===== config.mk =====
export PLATFORM = sky130hd
export DESIGN_NAME = hazard_unit_param
export DESIGN_NICKNAME = d
export VERILOG_FILES = /design/src/rtl/hazard_pkg.sv /design/src/rtl/hazard_fwd_match.sv /design/src/rtl/hazard_unit_param.sv
export SDC_FILE = /design/constraint.sdc
export NUM_CORES = 1
export LEC_CHECK = 0
export CORE_MARGIN = 2
export CORE_UTILIZATION = 29
export CTS_BUF_LIST = sky130_fd_sc_hd__clkbuf_4
export CTS_CLUSTER_SIZE = 8
export DETAILED_ROUTE_END_ITERATION = 10
export HOLD_SLACK_MARGIN = 0.05
export MAX_ROUTING_LAYER = met4
export PLACE_DENSITY = 0.61
export SYNTH_ARGS = -nofsm -noshare
export SYNTH_HDL_FRONTEND = slang
export SYNTH_SLANG_ARGS = --single-unit

===== constraint.sdc =====
create_clock -name clk -period 2.9 [get_ports clk]
set_input_delay 0.29 -clock clk [delete_from_list [all_inputs] [get_ports clk]]
set_output_delay 0.29 -clock clk [all_outputs]
set_load 0.02 [all_outputs]

===== src/rtl/hazard_pkg.sv =====
// Shared constants for the pipeline hazard controller.
//   STG_F..STG_W : bit positions of each stage in the stall/flush vectors.
//   N_STG        : number of pipeline stages (width of stall/flush).
//   FWD_NONE     : forwarding select value meaning "take the register file".
package hazard_pkg;

  localparam int STG_F = 0;
  localparam int STG_D = 1;
  localparam int STG_E = 2;
  localparam int STG_M = 3;
  localparam int STG_W = 4;
  localparam int N_STG = 5;

  localparam int FWD_NONE = 0;

endpackage


===== src/rtl/hazard_fwd_match.sv =====
// Per-operand forwarding priority matcher.
//   addr      : E-stage source register address of this operand.
//   use_op    : the E instruction really reads this operand.
//   fwd_we    : source k writes a register.
//   fwd_waddr : destination of source k, k=0 in the LSBs.
//   fwd_ready : source k's result is available this cycle.
//   sel       : 0 = register file, k+1 = youngest matching source k.
//   not_ready : the winning source has no data yet (dependency bubble needed).
module hazard_fwd_match
  import hazard_pkg::*;
#(
  parameter int N_FWD  = 3,
  parameter int REG_AW = 5,
  parameter int SELW   = $clog2(N_FWD + 1)
) (
  input  logic [REG_AW-1:0]       addr,
  input  logic                    use_op,
  input  logic [N_FWD-1:0]        fwd_we,
  input  logic [N_FWD*REG_AW-1:0] fwd_waddr,
  input  logic [N_FWD-1:0]        fwd_ready,
  output logic [SELW-1:0]         sel,
  output logic                    not_ready
);

  // NOTE: every output of a combinational block gets a default before any
  // conditional assignment; otherwise the tool infers a latch.
  always_comb begin
    sel       = SELW'(FWD_NONE);
    not_ready = 1'b0;
    // Register 0 is hard-wired zero and unused operands carry garbage
    // addresses, so neither may match anything.
    if (use_op && (addr != '0)) begin
      // Scan oldest to youngest so the youngest (lowest k) match is written
      // last and wins.
      for (int k = N_FWD - 1; k >= 0; k--) begin
        if (fwd_we[k] && (fwd_waddr[k*REG_AW +: REG_AW] == addr)) begin
          sel       = SELW'(k + 1);
          not_ready = ~fwd_ready[k];
        end
      end
    end
  end

endmodule


===== src/rtl/hazard_unit_param.sv =====
// Parametrised hazard controller for the five-stage F/D/E/M/W pipeline.
//   clk, rst              : clock, asynchronous active-high reset.
//   rs_e/rt_e, use_rs_e/use_rt_e : E-stage operand addresses and use flags.
//   fwd_we/fwd_waddr/fwd_ready   : forwarding sources, 0 = youngest (M).
//   i_cache_stall, d_cache_stall, div_stall_e, mult_stall_e : long stalls.
//   flush_jump_conflict_e, flush_pred_failed_m : one-cycle redirect events.
//   flush_exception_m     : exception flush, overrides everything.
//   clr_cnt               : synchronous clear of the performance counters.
//   stall, flush          : per-stage controls, bit 0 = F ... bit 4 = W.
//   fwd_sel_a, fwd_sel_b  : E-stage operand forwarding selects.
//   cnt_dep, cnt_long     : dependency-bubble / long-stall cycle counters.
module hazard_unit_param
  import hazard_pkg::*;
#(
  parameter int N_FWD  = 3,
  parameter int REG_AW = 5,
  parameter int SELW   = $clog2(N_FWD + 1)
) (
  input  logic                    clk,
  input  logic                    rst,
  input  logic [REG_AW-1:0]       rs_e,
  input  logic [REG_AW-1:0]       rt_e,
  input  logic                    use_rs_e,
  input  logic                    use_rt_e,
  input  logic [N_FWD-1:0]        fwd_we,
  input  logic [N_FWD*REG_AW-1:0] fwd_waddr,
  input  logic [N_FWD-1:0]        fwd_ready,
  input  logic                    i_cache_stall,
  input  logic                    d_cache_stall,
  input  logic                    div_stall_e,
  input  logic                    mult_stall_e,
  input  logic                    flush_jump_conflict_e,
  input  logic                    flush_pred_failed_m,
  input  logic                    flush_exception_m,
  input  logic                    clr_cnt,
  output logic [N_STG-1:0]        stall,
  output logic [N_STG-1:0]        flush,
  output logic [SELW-1:0]         fwd_sel_a,
  output logic [SELW-1:0]         fwd_sel_b,
  output logic [31:0]             cnt_dep,
  output logic [31:0]             cnt_long
);

  logic not_ready_a;
  logic not_ready_b;
  logic dep;
  logic long_stall;
  logic exc;
  logic pend_pred;
  logic pend_jump;
  logic eff_pred;
  logic eff_jump;

  hazard_fwd_match #(
    .N_FWD (N_FWD),
    .REG_AW(REG_AW),
    .SELW  (SELW)
  ) u_match_a (
    .addr     (rs_e),
    .use_op   (use_rs_e),
    .fwd_we   (fwd_we),
    .fwd_waddr(fwd_waddr),
    .fwd_ready(fwd_ready),
    .sel      (fwd_sel_a),
    .not_ready(not_ready_a)
  );

  hazard_fwd_match #(
    .N_FWD (N_FWD),
    .REG_AW(REG_AW),
    .SELW  (SELW)
  ) u_match_b (
    .addr     (rt_e),
    .use_op   (use_rt_e),
    .fwd_we   (fwd_we),
    .fwd_waddr(fwd_waddr),
    .fwd_ready(fwd_ready),
    .sel      (fwd_sel_b),
    .not_ready(not_ready_b)
  );

  assign dep        = not_ready_a | not_ready_b;
  assign long_stall = i_cache_stall | d_cache_stall | div_stall_e | mult_stall_e;
  assign exc        = flush_exception_m;

  // Redirects are single-cycle pulses; a pending bit keeps one alive until
  // the pipeline is free to act on it.
  assign eff_pred = flush_pred_failed_m | pend_pred;
  assign eff_jump = flush_jump_conflict_e | pend_jump;

  always_comb begin
    stall = '0;
    flush = '0;

    // F keeps fetching the handler when an exception redirects it.
    stall[STG_F] = ~exc & (long_stall | dep);
    stall[STG_D] = long_stall | dep;
    stall[STG_E] = long_stall | dep;
    stall[STG_M] = long_stall;
    stall[STG_W] = long_stall;

    flush[STG_D] = exc | (eff_pred & ~long_stall) | (eff_jump & ~long_stall & ~dep);
    flush[STG_E] = exc | (eff_pred & ~long_stall);
    // A dependency holds E in place; M gets a bubble instead of a duplicate.
    flush[STG_M] = exc | (dep & ~long_stall);
  end

  // NOTE: sequential state uses non-blocking assignments so every register
  // samples pre-edge values regardless of statement order.
  always_ff @(posedge clk or posedge rst) begin
    if (rst) begin
      pend_pred <= 1'b0;
      pend_jump <= 1'b0;
    end else begin
      pend_pred <= ~exc & eff_pred & long_stall;
      // A prediction flush kills E, which makes any jump conflict moot.
      pend_jump <= ~exc & ~eff_pred & eff_jump & (long_stall | dep);
    end
  end

  always_ff @(posedge clk or posedge rst) begin
    if (rst) begin
      cnt_dep  <= '0;
      cnt_long <= '0;
    end else if (clr_cnt) begin
      cnt_dep  <= '0;
      cnt_long <= '0;
    end else begin
      if (dep && !long_stall) cnt_dep <= cnt_dep + 32'd1;
      if (long_stall)         cnt_long <= cnt_long + 32'd1;
    end
  end

endmodule


==> impl_metrics.json <==
{
  "synth-main-ff-cell": "sky130_fd_sc_hd__dfrtp_1",
  "layout-drive-gt1-share_pct": 13.5,
  "cellPowerDensity_mw_per_mm2": 298,
  "routabilityCongestion": 0.901,
  "layout.nets": 631,
  "clock_power_share_pct": 30.4,
  "switching_share_pct": 27.1,
  "portbufs": 118,
  "multi_input_area_mm2": 0.00226,
  "global_route_wire_length_before_repair_um": 19300,
  "layout-area-overhead-vs-synth_pct": 43.3,
  "post_detailed_routing_wire_length_um": 11900,
  "post_synth_num_cell_types": 45,
  "switching_power_mw": 0.466,
  "design.die.area_mm2": 0.0148,
  "count_of_final_setup_violators": 0,
  "internal-power_mw": 1.25,
  "stdcell_area_mm2": 0.00577,
  "detailed_place.area_mm2": 0.00561,
  "dp_hpwl_um": 8720,
  "die_h_um": 122,
  "cts.clk_slew.worst_paths_ps": 110,
  "crit_family": "buffers and inverters",
  "timing.hold.ws_ps": 331,
  "effective_utilization_at_floorplan_pct": 29.4,
  "dp_worst_setup_slack_ps": -309,
  "critical_path.endpoint_type": "primary output",
  "root_buffer_selected_by_cts": "sky130_fd_sc_hd__clkbuf_4",
  "setup.reg_to_reg.worst_slack_ps": 440,
  "cts_tree": "done",
  "mappedNetlistArea_mm2": 0.00403,
  "drt-pass1-iter-count": 4,
  "detail_route.iter0.violations": 161,
  "synth_async_sr_flop_share_pct": 100,
  "min_path_type": "in -> async",
  "cts_inserted_buffers": 9,
  "ys_ff_latch": 66,
  "worstMarginPinSlew_ps": 1010,
  "drt_drc_violations_left": 0,
  "max_cap_viol_count": 0,
  "setup-tns-final_ps": 0,
  "max-clock-path-buffers": 2,
  "dp_cells": 751,
  "num_antenna_cells": 0,
  "final.period_utilization_pct": 97.1,
  "synth_enable_flop_cells": 0,
  "via_per_inst": 5.04,
  "critPathBufInv": 3,
  "filler_cell_count": 1362,
  "worst_r2r_endpoint": "cnt_dep[22]$_DFFE_PP0P_",
  "antenna_violations_before_repair": 0,
  "floorplan.core_area_mm2": 0.0137,
  "numClockSinks": 66,
  "globalRouteTotalUtil_pct": 16.9,
  "regArea_mm2": 0.00165,
  "ff2ff_path_depth": 7,
  "critical_path.startpoint_type": "input port",
  "cp_data_required_time_ps": 2610,
  "ys_warn_count": 0,
  "insertion_delay_ps": 420,
  "ant_nets": 0,
  "outcome": "finished clean",
  "power.leakage_nw": 2.39,
  "avgSynthCellArea_um2": 9.20,
  "timing.setup.critical_path_class": "in -> out",
  "grt.overflow.total": 0,
  "final.min_clock_period_ps": 2820,
  "synth.yosys.seq_area_share_pct": 41.0,
  "cts-htree-levels": 3,
  "grt_pass1_vias": 3763,
  "maxSlewHeadroom_pct": 32.9,
  "final.setup_skew_ps": 17.1,
  "pins_over_their_slew_limit": 0,
  "path_max_fanout": 3,
  "final_cell_mix": "104 x sky130_fd_sc_hd__clkdlybuf4s50_1, 66 x sky130_fd_sc_hd__dfrtp_1, 50 x sky130_fd_sc_hd__nor2_1",
  "worst_path_max_delay_cell": "sky130_fd_sc_hd__clkdlybuf4s50_1",
  "cell_breakdown_of_the_critical_path": "clkdlybuf4s50_1 > xor2_1 > nor4_2 > nand3_1 > a311o_1 > a22oi_2 > nand2_1 > buf_4 > dlygate4sd2_1",
  "timing.final.ws_setup_ps": 84.9,
  "synth_cells": 438,
  "dieWidth_um": 122,
  "fmax_mhz": 355,
  "largest_net_degree_at_the_start_of_global_routing": 57,
  "worstReg2RegStart": "cnt_dep[5]$_DFFE_PP0P_",
  "pwr-share-comb_pct": 15.4,
  "worstPathArrival_ps": 2530,
  "wire_per_inst_um": 15.4,
  "seq_power_share_pct": 54.2,
  "vias": 3886,
  "max_stage_delay_ps": 450,
  "core.rowCount": 43,
  "hold_viol": 0,
  "io_pins": 121,
  "layout.cells.most_common": "sky130_fd_sc_hd__clkdlybuf4s50_1",
  "layoutNonFillerInstCount": 771,
  "vdd.ir_drop.worst_mv": 0.231
}
repair_timing:
action	4_1_cts	5_1_grt
pin swaps	0	6
setup buffers	0	4
endpoints found under the setup margin	7	8
resized for setup	9	12
hold buffers	0	0
endpoints found under the hold margin	0	0
worst reg2reg max path, cell delays in order, from the launching register on:
cell,delay [ps]
sky130_fd_sc_hd__dfrtp_1,430
sky130_fd_sc_hd__and3_1,230
sky130_fd_sc_hd__and3_1,230
sky130_fd_sc_hd__and4_1,310
sky130_fd_sc_hd__nand2_1,180
sky130_fd_sc_hd__or4_1,550
sky130_fd_sc_hd__or3_1,320
sky130_fd_sc_hd__a21oi_1,140
final cells by class:
cell class                 count  share of cell area [%]
sequential                    66                    28.6
multi-input combinational    345                    39.1
clock inverter                 4                   0.325
timing repair buffer         159                    26.2
inverter                       5                   0.325
clock buffer                  12                    1.56
tap                          180                    3.90
sequential cells by signal, summed over array words and instances (netlist names):
name	count
pend_jump	1
cnt_dep	32
cnt_long	32
pend_pred	1
worst max path at each step:
stage / from / depth (start not counted) / slack (ps) / to
after detailed placement: rt_e[1] / 9 / -310 / flush[1]
after global placement: rt_e[1] / 9 / -270 / flush[1]
after CTS: rt_e[4] / 10 / 10 / flush[1]
after floorplan: rt_e[4] / 8 / 290 / flush[1]
final: fwd_waddr[8] / 9 / 80 / stall[2]
after global routing: fwd_waddr[5] / 9 / -40 / stall[2]
power groups by stage:
stage / Sequential [mW] / Clock [mW] / Combinational (mW)
global route: 0.932 / 0.597 / 0.287
floorplan: 0.953 / 0 / 0.109
finish: 0.931 / 0.522 / 0.264
global placement: 0.949 / 0 / 0.259
detailed placement: 0.949 / 0 / 0.262
CTS: 0.931 / 0.548 / 0.264
cells by family (layout without fill, tap and decap cells):
group           count (synthesis)  count (layout)  synth area share (%)
fa+ha+maj                       2               2                 0.621
mux                            11              11                  3.51
xor+xnor                       59              59                  12.8
other cells                     1               2                0.0931
compound gates                 62              62                  10.2
buf+inv                        28             180                  3.67
simple gates                  209             209                  28.1
flops                          66              66                  41.0
Yosys cell counts (2+ instances only):
master	number	area (µm²)
sky130_fd_sc_hd__dfrtp_1	66	1650
sky130_fd_sc_hd__nor2_1	50	188
sky130_fd_sc_hd__xor2_1	45	394
sky130_fd_sc_hd__nand3_1	31	155
sky130_fd_sc_hd__nand2_1	29	109
sky130_fd_sc_hd__a21oi_1	23	115
sky130_fd_sc_hd__nand4_1	15	93.8
sky130_fd_sc_hd__or4_1	15	113
sky130_fd_sc_hd__xnor2_1	14	123
sky130_fd_sc_hd__and3_1	13	81.3
sky130_fd_sc_hd__clkbuf_1	13	48.8
sky130_fd_sc_hd__nor2b_1	13	81.3
sky130_fd_sc_hd__nor4_1	12	75.1
sky130_fd_sc_hd__o31ai_1	9	67.6
sky130_fd_sc_hd__or3_1	9	56.3
sky130_fd_sc_hd__o21ai_0	8	40.0
sky130_fd_sc_hd__nor3_1	7	35.0
sky130_fd_sc_hd__and4_1	6	52.6
sky130_fd_sc_hd__o21ai_1	6	30.0
sky130_fd_sc_hd__buf_4	5	37.5
sky130_fd_sc_hd__inv_1	5	18.8
sky130_fd_sc_hd__mux2_2	5	56.3
sky130_fd_sc_hd__mux2_4	5	75.1
sky130_fd_sc_hd__a211oi_1	3	22.5
sky130_fd_sc_hd__buf_6	3	33.8
sky130_fd_sc_hd__a311o_1	2	20.0
sky130_fd_sc_hd__a31oi_1	2	12.5
sky130_fd_sc_hd__and2_1	2	12.5
sky130_fd_sc_hd__and4b_1	2	20.0
sky130_fd_sc_hd__ha_1	2	25.0
sky130_fd_sc_hd__o21ba_2	2	20.0
sky130_fd_sc_hd__o21bai_1	2	15.0
sky130_fd_sc_hd__o31a_1	2	17.5
layer usage:
layer  track usage (%)  share of wire (%)
met1              21.4                 44
met2              27.0                 49
met3              3.89                4.2
met4              4.96                2.1
met5                 -                  0
through the flow:
stage                     power, mW  util (%)
after floorplan                1.06         -
after global placement         1.21      40.9
after detailed placement       1.21      40.9
after CTS                      1.74      41.7
after global routing           1.82      42.1
final                          1.72      42.1
No activity file was read; power rests on OpenSTA's default activity.
==> patch: new RTL, same flow settings <==
Register the output `cnt_dep` once more, cleared by the reset; this adds one clock of latency there. The other outputs are not delayed to match. Comments in the files are not updated.
--- a/src/rtl/hazard_unit_param.sv
+++ b/src/rtl/hazard_unit_param.sv
@@ -42,2 +42,4 @@
 );
+
+  logic [31:0] cnt_dep_s0;
 
@@ -122,10 +124,18 @@
     if (rst) begin
-      cnt_dep  <= '0;
+      cnt_dep_s0 <= '0;
       cnt_long <= '0;
     end else if (clr_cnt) begin
-      cnt_dep  <= '0;
+      cnt_dep_s0 <= '0;
       cnt_long <= '0;
     end else begin
-      if (dep && !long_stall) cnt_dep <= cnt_dep + 32'd1;
+      if (dep && !long_stall) cnt_dep_s0 <= cnt_dep_s0 + 32'd1;
       if (long_stall)         cnt_long <= cnt_long + 32'd1;
+    end
+  end
+
+  always_ff @(posedge clk or posedge rst) begin
+    if (rst) begin
+      cnt_dep <= '0;
+    end else begin
+      cnt_dep <= cnt_dep_s0;
     end
Check against the original RTL: not equivalent (a bounded check fails within 4 cycles, from zero or initial values and one cycle with rst high).
==> patch against the original RTL <==
Clock power is 75% higher; hold slack worse by 180 ps; total power increased by 51%; global-route usage decreased by 1.6 points; setup slack better by 12 ps; area after synthesis rose by 21%; critical path depth stayed put; sequential cell count up 32; routed wire length up 9.0%; design area is 19% higher; first-iteration DRC count grew 27%; die area rose by 20%; largest cell class is now flip-flops and latches; highest routed layer unchanged.
==> patch: results (changes against the original RTL) <==
Clock tree
  • Clk pin slew, worst setup/hold paths: 150 ps (+40 ps)
  • Skew-Pair Late Insertion Delay: 470 ps (+50 ps)
  • Clock buffer count from CTS: 9 (unchanged)
  • CTS root buf: clkbuf_4
  • H-tree depth: 3 (unchanged)
  • Worst-case clock buffer depth: 2 (unchanged)

Setup path
  • Top delay family on crit path: buffers and inverters
  • Crit path DAT: 2510 ps (-20 ps)
  • Max stage delay cell, worst path: or4_1
  • R2R cell count: 7 (unchanged)
  • Delay of the slowest critical-path stage: 540 ps (+90 ps)
  • Max FO, Critical Path: 3 (unchanged)

GRT
  • Global-route wire length before repair: 21,000 µm (+8.8%)
  • Initial antenna violation count: 1 (+1)
  • Number of global-route vias before repair: 4,105 (+9.1%)
  • Largest net degree at the start of global routing: 70 (+23%)
  • Tot GR Track Use: 0.153 (-0.0162)

Synthesis
  • Distinct cells, synth: 49 (+8.9%)
  • Most used DFF post-synth: dfrtp_1
  • Ys Warns: 0 (unchanged)
  • Asr flop ratio synth: 1.00 (unchanged)
  • Top cells by area, synth: dfrtp_1 50%, xor2_1 6.7%, xnor2_1 5.0%
  • Most common library cells after synthesis: 98 x dfrtp_1, 61 x nor2_1, 37 x xor2_1
  • Sequential area share after synthesis: 0.505 (+0.0947)

Outcome
  • Outcome: finished clean

Placed design
  • Area after DPL: 6540 µm² (+17%)
  • Detailed Place HPWL: 9600 µm (+10%)
  • Gp weighted congestion: 0.891 (-1.1%)
  • # port buffers: 118 (unchanged)

Drt
  • Final ANT Viol Nets: 0 (unchanged)
  • TritonRoute pass-1 iters: 4 (unchanged)
  • Via Count: 4,049 (+4.2%)
  • Final WL: 12,900 µm (+9.0%)
  • Starting DRC count in detailed routing: 205 (+27%)

Final layout
  • Share of layout cells above drive strength 1: 0.156 (+0.0205)
  • Regs by FF count: cnt_dep: 32 flops, cnt_dep_s0: 32 flops, cnt_long: 32 flops
  • Final nets: 675 (+7.0%)

Power and ir drop
  • Peak supply drop: 0.185 mV (-20%)
  • Leak: 2.91 nW (+22%)

Timing
  • Worst clock skew: 20.9 ps (+3.75 ps)
  • Slew Limit Headroom: 0.461 (+0.132)

Min path
  • HP Class: in2async
-- patch: cell types whose count changed in the layout (fill, tap and decap cells not counted), sizes merged, moves of 5 or more --
cell,change
dfrtp,+32
xnor2,+14
nor2,+11
nand3,-10
or4,-8
xor2,-8
and2,+7
a21oi,-6
inv,+6
nand2,+6
o21ai,-6
a211oi,+5
clkbuf,-5
-- patch: layout make-up --
cell class / instances / area (µm²)
multi-input cells: 349 / 2350
clock inverters: 7 / 116
well taps: 220 / 275
inverters: 10 / 40.0
fillers: 1629 / 9620
diodes: 1 / 2.50
flip-flops and latches: 98 / 2450
clock buffers: 9 / 67.6
repair buffers: 162 / 1540
-- patch: through the flow --
step | std cells | worst slack (ps) | setup TNS (ps) | utilization | hold WS (ps)
global placement | 837 | -204 | -1490 | 0.397 | 385
CTS | 853 | -0.963 | -0.963 | 0.408 | 141
detailed placement | 837 | -267 | -2670 | 0.397 | 391
global route | 856 | -17.8 | -34.9 | 0.416 | 162
floorplan | 477 | 47.9 | 0 | - | 360
finish | 856 | 97.0 | 0 | 0.416 | 153
-- patch: logic make-up (layout without fill, tap and decap cells) --
kind of cell | after synthesis | in the layout | share of synthesized area
buffers and inverters | 30 | 188 | 0.0301
XOR/XNOR | 65 | 65 | 0.117
AO/OA/AOI/OAI | 54 | 54 | 0.0824
multiplexers | 12 | 12 | 0.0276
other | 1 | 3 | 0.000772
adder cells (fa/ha/maj) | 2 | 2 | 0.00515
AND/OR/NAND/NOR | 214 | 214 | 0.232
flip-flops | 98 | 98 | 0.505
-- patch: report_power, final --
part	internal, mW	leakage (nW)	switching [mW]
clock	0.437	0.0979	0.474
sequential	1.37	1.37	0.00714
combinational	0.142	1.44	0.164
total	1.95	2.91	0.645
-- patch: path summary, 6_finish.rpt --
| check | endpoint | startpoint | slack [ps] |
|---|---|---|---|
| setup / recovery | flush[3] | rs_e[1] | 100 |
| setup reg to reg | cnt_dep_s0[31] | cnt_dep_s0[16] | 450 |
| hold / removal | cnt_dep[22] | rst | 150 |
| max in group asynchronous | cnt_long[29] | rst | 2050 |
| min in group clk | cnt_dep[31] | cnt_dep_s0[31] | 420 |
| hold reg to reg | cnt_dep[31] | cnt_dep_s0[31] | 420 |
-- patch: layer usage --
metal  GRT usage  share of wire  vias up
met2       0.242           0.48      108
met4      0.0502          0.020        0
li1            -              -     1950
met5           -              0        -
met3      0.0449          0.068       17
met1       0.189           0.44     1974
-- patch: repair_timing --
action | 4_1_cts | 5_1_grt
gates resized for setup | 9 | 22
endpoints found under the setup margin | 7 | 8
pin swaps | 0 | 6
buffers inserted | 0 | 2
